**config.mk**
```make
export PLATFORM = sky130hd
export DESIGN_NAME = pb_ram_arbiter
export DESIGN_NICKNAME = d
export VERILOG_FILES = /design/src/rtl/pb_ram_arb_pkg.sv /design/src/rtl/pb_ram_arbiter_rr_pick2.sv /design/src/rtl/pb_ram_arbiter.sv
export SDC_FILE = /design/constraint.sdc
export NUM_CORES = 1
export LEC_CHECK = 0
export CAP_MARGIN = 10
export CORE_ASPECT_RATIO = 1.75
export CORE_UTILIZATION = 34
export CTS_BUF_LIST = sky130_fd_sc_hd__clkbuf_8
export DETAILED_ROUTE_END_ITERATION = 12
export PLACE_DENSITY = 0.89
export SLEW_MARGIN = 5
export SYNTH_ARGS = -nofsm -noshare
export SYNTH_HDL_FRONTEND = slang
export SYNTH_SLANG_ARGS = --single-unit
```
**constraint.sdc**
```tcl
create_clock -name clk -period 2.25 [get_ports clk]
set_clock_uncertainty 0.05 [all_clocks]
set_input_delay 0.5625 -clock clk [delete_from_list [all_inputs] [get_ports clk]]
set_output_delay 0.5625 -clock clk [all_outputs]
set_load 0.02 [all_outputs]
```
**src/rtl/pb_ram_arb_pkg.sv**
```systemverilog
// pb_ram_arb_pkg
// Shared types and constants for the PicoBlaze block-RAM arbiter.
//   owner_e        : lock ownership state (OWN_NONE / OWN_0 / OWN_1)
//   REQ0 / REQ1    : requester indices into the 2-bit request/grant vectors
//   DEF_*_W        : default widths for the arbiter parameters
package pb_ram_arb_pkg;

    typedef enum logic [1:0] {
        OWN_NONE = 2'd0,
        OWN_0    = 2'd1,
        OWN_1    = 2'd2
    } owner_e;

    localparam int REQ0 = 0;
    localparam int REQ1 = 1;

    localparam int DEF_ADDR_W = 8;
    localparam int DEF_DATA_W = 8;
    localparam int DEF_CNT_W  = 16;

endpackage

```
**src/rtl/pb_ram_arbiter_rr_pick2.sv**
```systemverilog
// rr_pick2
// Purely combinational 2-way round-robin picker.
//   req  [1:0] : raw requests, bit index = requester
//   last       : requester granted most recently (0 or 1)
//   mask [1:0] : requesters allowed to win this cycle (lock ownership)
//   gnt  [1:0] : one-hot grant (or zero when nobody eligible)
module rr_pick2 (
    input  logic       last,
    input  logic [1:0] req,
    input  logic [1:0] mask,
    output logic [1:0] gnt
);

    logic [1:0] eff_s;

    // Eligible requests after ownership masking
    assign eff_s = req & mask;

    // On contention the requester that did not win last time goes next
    always_comb begin
        gnt = 2'b00;
        case (eff_s)
            2'b11:   gnt = last ? 2'b01 : 2'b10;
            2'b01:   gnt = 2'b01;
            2'b10:   gnt = 2'b10;
            default: gnt = 2'b00;
        endcase
    end

endmodule

```
**src/rtl/pb_ram_arbiter.sv**
```systemverilog
// pb_ram_arbiter
// Shares one single-port block RAM between two PicoBlaze cores.
// Grants are combinational from the registered round-robin pointer (and
// owner, when locking is built); read data returns one cycle later with a
// per-requester rvalid.
// Optional feature macro: PB_RAM_ARB_LOCK_EN (lock0/lock1 ownership for
// atomic read-modify-write). Without it the lock inputs are ignored.
// Ports:
//   clk, reset_n                      clock, async active-low reset
//   req*/we*/addr*/wdata*/lock*       requester access interfaces
//   gnt0/gnt1                         access performed this cycle
//   rvalid0/rvalid1, rdata            registered read return
//   ram_en/ram_we/ram_addr/ram_din    RAM control, muxed from the winner
//   ram_dout                          RAM read data
//   conflict_cnt                      saturating count of contested cycles
module pb_ram_arbiter
    import pb_ram_arb_pkg::*;
#(
    parameter int ADDR_W = DEF_ADDR_W,
    parameter int DATA_W = DEF_DATA_W,
    parameter int CNT_W  = DEF_CNT_W
) (
    input  logic              clk,
    input  logic              reset_n,
    input  logic              req0,
    input  logic              req1,
    input  logic              we0,
    input  logic              we1,
    input  logic [ADDR_W-1:0] addr0,
    input  logic [ADDR_W-1:0] addr1,
    input  logic [DATA_W-1:0] wdata0,
    input  logic [DATA_W-1:0] wdata1,
    input  logic              lock0,
    input  logic              lock1,
    output logic              gnt0,
    output logic              gnt1,
    output logic              rvalid0,
    output logic              rvalid1,
    output logic [DATA_W-1:0] rdata,
    output logic              ram_en,
    output logic              ram_we,
    output logic [ADDR_W-1:0] ram_addr,
    output logic [DATA_W-1:0] ram_din,
    input  logic [DATA_W-1:0] ram_dout,
    output logic [CNT_W-1:0]  conflict_cnt
);

    logic              last_r;
    logic              rvalid0_r;
    logic              rvalid1_r;
    logic [CNT_W-1:0]  cnt_r;
    logic [1:0]        req_s;
    logic [1:0]        mask_s;
    logic [1:0]        pick_s;
    logic [1:0]        gnt_s;

    assign req_s = {req1, req0};

`ifdef PB_RAM_ARB_LOCK_EN
    owner_e owner_r;
    owner_e owner_nxt_s;

    // An owner excludes the other requester regardless of the pointer
    always_comb begin
        mask_s = 2'b11;
        case (owner_r)
            OWN_0:   mask_s = 2'b01;
            OWN_1:   mask_s = 2'b10;
            default: mask_s = 2'b11;
        endcase
    end

    // Ownership is taken by a locked grant and released by an unlocked
    // grant of the owner or by the owner dropping its request
    always_comb begin
        owner_nxt_s = owner_r;
        case (owner_r)
            OWN_0: begin
                if (!req0 || (gnt_s[REQ0] && !lock0)) begin
                    owner_nxt_s = OWN_NONE;
                end else begin
                    owner_nxt_s = OWN_0;
                end
            end
            OWN_1: begin
                if (!req1 || (gnt_s[REQ1] && !lock1)) begin
                    owner_nxt_s = OWN_NONE;
                end else begin
                    owner_nxt_s = OWN_1;
                end
            end
            OWN_NONE: begin
                if (gnt_s[REQ0] && lock0) begin
                    owner_nxt_s = OWN_0;
                end else if (gnt_s[REQ1] && lock1) begin
                    owner_nxt_s = OWN_1;
                end else begin
                    owner_nxt_s = OWN_NONE;
                end
            end
            default: owner_nxt_s = OWN_NONE;
        endcase
    end

    // Owner state register
    always_ff @(posedge clk or negedge reset_n) begin
        if (!reset_n) begin
            owner_r <= OWN_NONE;
        end else begin
            owner_r <= owner_nxt_s;
        end
    end
`else
    logic unused_lock_s;

    assign unused_lock_s = lock0 ^ lock1;
    assign mask_s        = 2'b11;
`endif

    rr_pick2 u_pick (
        .last (last_r),
        .req  (req_s),
        .mask (mask_s),
        .gnt  (pick_s)
    );

    // Grants are forced off while reset is held so the RAM sees no access
    assign gnt_s = pick_s & {2{reset_n}};
    assign gnt0  = gnt_s[REQ0];
    assign gnt1  = gnt_s[REQ1];

    // RAM pin mux from the winner; idle pins are driven to zero
    always_comb begin
        ram_en   = 1'b0;
        ram_we   = 1'b0;
        ram_addr = '0;
        ram_din  = '0;
        if (gnt_s[REQ0]) begin
            ram_en   = 1'b1;
            ram_we   = we0;
            ram_addr = addr0;
            ram_din  = wdata0;
        end else if (gnt_s[REQ1]) begin
            ram_en   = 1'b1;
            ram_we   = we1;
            ram_addr = addr1;
            ram_din  = wdata1;
        end else begin
            ram_en   = 1'b0;
        end
    end

    // Round-robin pointer: remembers the most recent winner
    always_ff @(posedge clk or negedge reset_n) begin
        if (!reset_n) begin
            last_r <= 1'b1;
        end else if (gnt_s[REQ0]) begin
            last_r <= 1'b0;
        end else if (gnt_s[REQ1]) begin
            last_r <= 1'b1;
        end else begin
            last_r <= last_r;
        end
    end

    // Read-valid pipeline: one pulse per granted read, aligned with ram_dout
    always_ff @(posedge clk or negedge reset_n) begin
        if (!reset_n) begin
            rvalid0_r <= 1'b0;
            rvalid1_r <= 1'b0;
        end else begin
            rvalid0_r <= gnt_s[REQ0] & ~we0;
            rvalid1_r <= gnt_s[REQ1] & ~we1;
        end
    end

    // Saturating count of cycles where both cores are requesting
    always_ff @(posedge clk or negedge reset_n) begin
        if (!reset_n) begin
            cnt_r <= '0;
        end else if (req0 && req1 && (cnt_r != {CNT_W{1'b1}})) begin
            cnt_r <= cnt_r + {{(CNT_W-1){1'b0}}, 1'b1};
        end else begin
            cnt_r <= cnt_r;
        end
    end

    assign rvalid0      = rvalid0_r;
    assign rvalid1      = rvalid1_r;
    assign rdata        = ram_dout;
    assign conflict_cnt = cnt_r;

endmodule

```
==> summary.md <==
| Metric | Value |
|---|---|
| Outcome | `finished, final reports clean` |
| Drt first pass iters | `4` |
| Root Buffer | `clkbuf_8` |
| Post-detail-place hpwl | `2.595 mm` |
| Power Density | `582.6 mW/mm²` |
| Sequential share of the synthesized area | `39.90%` |
| Routed vias | `1215` |
| Synth Register Bits | `19` |
| Post-route insts no fill | `240` |
| Die ar. | `0.003765 mm²` |
| Final Hold Viols | `0` |
| Total global-route track usage | `19.30%` |
| Total negative slack | `0 ns` |
| Worst EP required | `1.64 ns` |
| Vias in the first global route | `1256` |
| Lkg Pwr | `0.9498 nW` |
| Crit path kind | `input port to output pin` |
| Clock sinks | `19` |
| Post-synth top flop | `dfrtp_1` |
| CTS Buf Count | `3` |
| Final Cell Area | `0.002071 mm²` |
| Post-route DRC | `0` |
| Worst-path cell chain | `clkdlybuf4s15_1, nand2_2, a21oi_4, bufbuf_16, a22o_1, buf_2` |
| Vias per std cell | `5.063` |
| Yosys warns | `0` |
| Number of max-cap violations | `0` |
| Syn avg cell area | `10.39 µm²` |
| HP Class | `input port to asynchronous set/reset pin` |
| Mapped cell area | `0.001195 mm²` |
| Most frequent cells in the layout | `clkdlybuf4s50_1, dfrtp_1, a22o_1` |
| Crit start category | `input port` |
| Max H-tree Level | `1` |
| Post-route minimum period | `2.185 ns` |
| IO Pins | `94` |
| Placed Cells | `232` |
| Die X | `46.82 µm` |
| First-pass GRT wire length | `5.333 mm` |
| F_max | `457.8 MHz` |
| Worst Tran Pin Value | `0.4733 ns` |
| Worst-skew pair later-pin latency | `0.25 ns` |
| Setup WS post-layout | `0.06543 ns` |
| Rel. slew slack | `68.45%` |
| Clock slew at reported path FFs | `0.07 ns` |
| Placement Setup Slack | `-0.6394 ns` |
| Maximum buffer depth of the clock tree | `2` |
| Number of synthesized flops with an enable pin | `0` |
| Final period utilization | `97.09%` |
| Row count | `28` |
| Most common cell after layout, fill and taps aside | `clkdlybuf4s50_1` |
| RSZ-0062 raised after global routing | `false` |
| Buffers on Ports | `75` |
| Largest net degree at the start of global routing | `21` |
| Layout area overhead | `73.30%` |
| Post-placement cell area | `0.002001 mm²` |
| Total grt overflow | `0` |
| Net Count, Synth | `164` |
| Gate Count Post-Synth | `115` |
| Distinct cells, synth | `35` |
| Total Wirelength | `3.429 mm` |
| Delay of the slowest cell on the worst path | `0.28 ns` |
| Setup crit end kind | `output pin` |
| Routed WL per cell | `14.29 µm` |
| Peak VDD IR | `0.3501 mV` |
| Drt initial violations | `24` |
| CP max-delay cell | `bufbuf_16` |
| Diode count | `0` |
| Final setup violation count | `0` |
| Share of layout cells above drive strength 1 | `26.15%` |
| Antenna Violating Nets Remaining | `0` |
| Core area | `0.003363 mm²` |
| CP max FO | `5` |
| TritonCTS clock tree | `built` |
| Fin nets | `245` |
| Antenna violations before repair | `0` |
| Die H | `80.43 µm` |
| CP arrival | `1.57 ns` |
| Slew Viols, Final | `0` |
| Initial Util | `35.53%` |
| Synth async-reset ratio | `100.0%` |
| Routability cong. | `0.8210` |
-- worst max-delay path, delay by kind of cell --
kind | cells | cell delay (ns)
simple gates | 1 | 0.09
compound gates | 2 | 0.25
buf+inv | 3 | 0.66
-- cell usage after synthesis, types with 2 or more instances --
library cell | number | share of area, %
a21oi_2 | 2 | 1.5
dfrtp_1 | 18 | 38
clkbuf_1 | 2 | 0.63
o21ai_0 | 4 | 1.7
nor2_1 | 4 | 1.3
nor3_2 | 2 | 1.7
xor2_1 | 12 | 8.8
buf_2 | 2 | 0.84
nand3_1 | 3 | 1.3
nor2b_1 | 2 | 1.0
and3_1 | 2 | 1.0
buf_4 | 8 | 5.0
nand4_1 | 5 | 2.6
nor3_1 | 2 | 0.84
a22o_1 | 17 | 12
nand2_1 | 11 | 3.5
-- metal layers --
| layer | vias up | track usage, % | share of wire (%) |
|---|---|---|---|
| met5 | - | 0 | 0 |
| met4 | 0 | 6.571 | 1.4 |
| met3 | 8 | 2.697 | 6.6 |
| met2 | 75 | 36.94 | 59 |
| met1 | 557 | 19.58 | 33 |
| li1 | 575 | - | - |
-- cells by family after synthesis --
| logic type | synth area share, % |
|---|---|
| and+or+nand+nor | 21.36 |
| buffers and inverters | 7.749 |
| DFF | 39.90 |
| AOI/OAI and AO/OA | 18.95 |
| muxes | 2.199 |
| xor gates and xnor gates | 8.796 |
| adders and majority gates | 1.047 |
-- flip-flops by register name, indices dropped and copies added (netlist names) --
| name | flops |
|---|---|
| conflict_cnt | 16 |
| last_r | 1 |
| rvalid0 | 1 |
| rvalid1 | 1 |
-- stage by stage --
| stage | total power, mW | hold slack (ns) | util (%) |
|---|---|---|---|
| floorplan | 0.7080 | 0.2169 | - |
| global placement | 0.9658 | 0.4410 | 59.49 |
| detailed placement | 0.9783 | 0.4538 | 59.49 |
| CTS | 1.209 | 0.3463 | 61.05 |
| global route | 1.277 | 0.3556 | 61.57 |
| finish | 1.206 | 0.3350 | 61.57 |
-- worst paths after layout --
| check | endpoint | slack (ns) | from | depth (start not counted) |
|---|---|---|---|---|
| min in group clk | conflict_cnt[2]$_DFFE_PN0P_ | 0.47 | conflict_cnt[2]$_DFFE_PN0P_ | 1 |
| max in group asynchronous | last_r$_DFFE_PN1P_ | 1.59 | reset_n | 2 |
| worst min-delay path | conflict_cnt[7]$_DFFE_PN0P_ | 0.33 | reset_n | 2 |
| worst max register to register | conflict_cnt[1]$_DFFE_PN0P_ | 0.29 | conflict_cnt[0]$_DFFE_PN0P_ | 5 |
| worst min register to register | conflict_cnt[2]$_DFFE_PN0P_ | 0.47 | conflict_cnt[2]$_DFFE_PN0P_ | 1 |
| worst max-delay path | ram_addr[2] | 0.07 | req0 | 6 |
-- repair_timing --
item                                    4_1_cts  5_1_grt
setup buffers                                 1        1
cloned                                        2        0
endpoints found under the setup margin       20        9
hold buffers                                  0        0
gates resized for setup                      90        5
-- where the power goes --
group / internal [mW] / total [mW] / switching (mW) / leakage, nW
Sequential: 0.398 / 0.458 / 0.0603 / 0.252
Clock: 0.121 / 0.228 / 0.107 / 0.0269
Combinational: 0.283 / 0.521 / 0.238 / 0.671
-- area by class of cell --
type,instances,area [µm²]
clock buffers,3,41.29
multi-input cells,82,643.1
clock inverters,1,3.754
well taps,45,56.30
flip-flops and latches,19,476.7
fillers,313,1292
inverters,1,3.754
repair buffers,89,845.8
No activity file was read; power rests on OpenSTA's default activity.
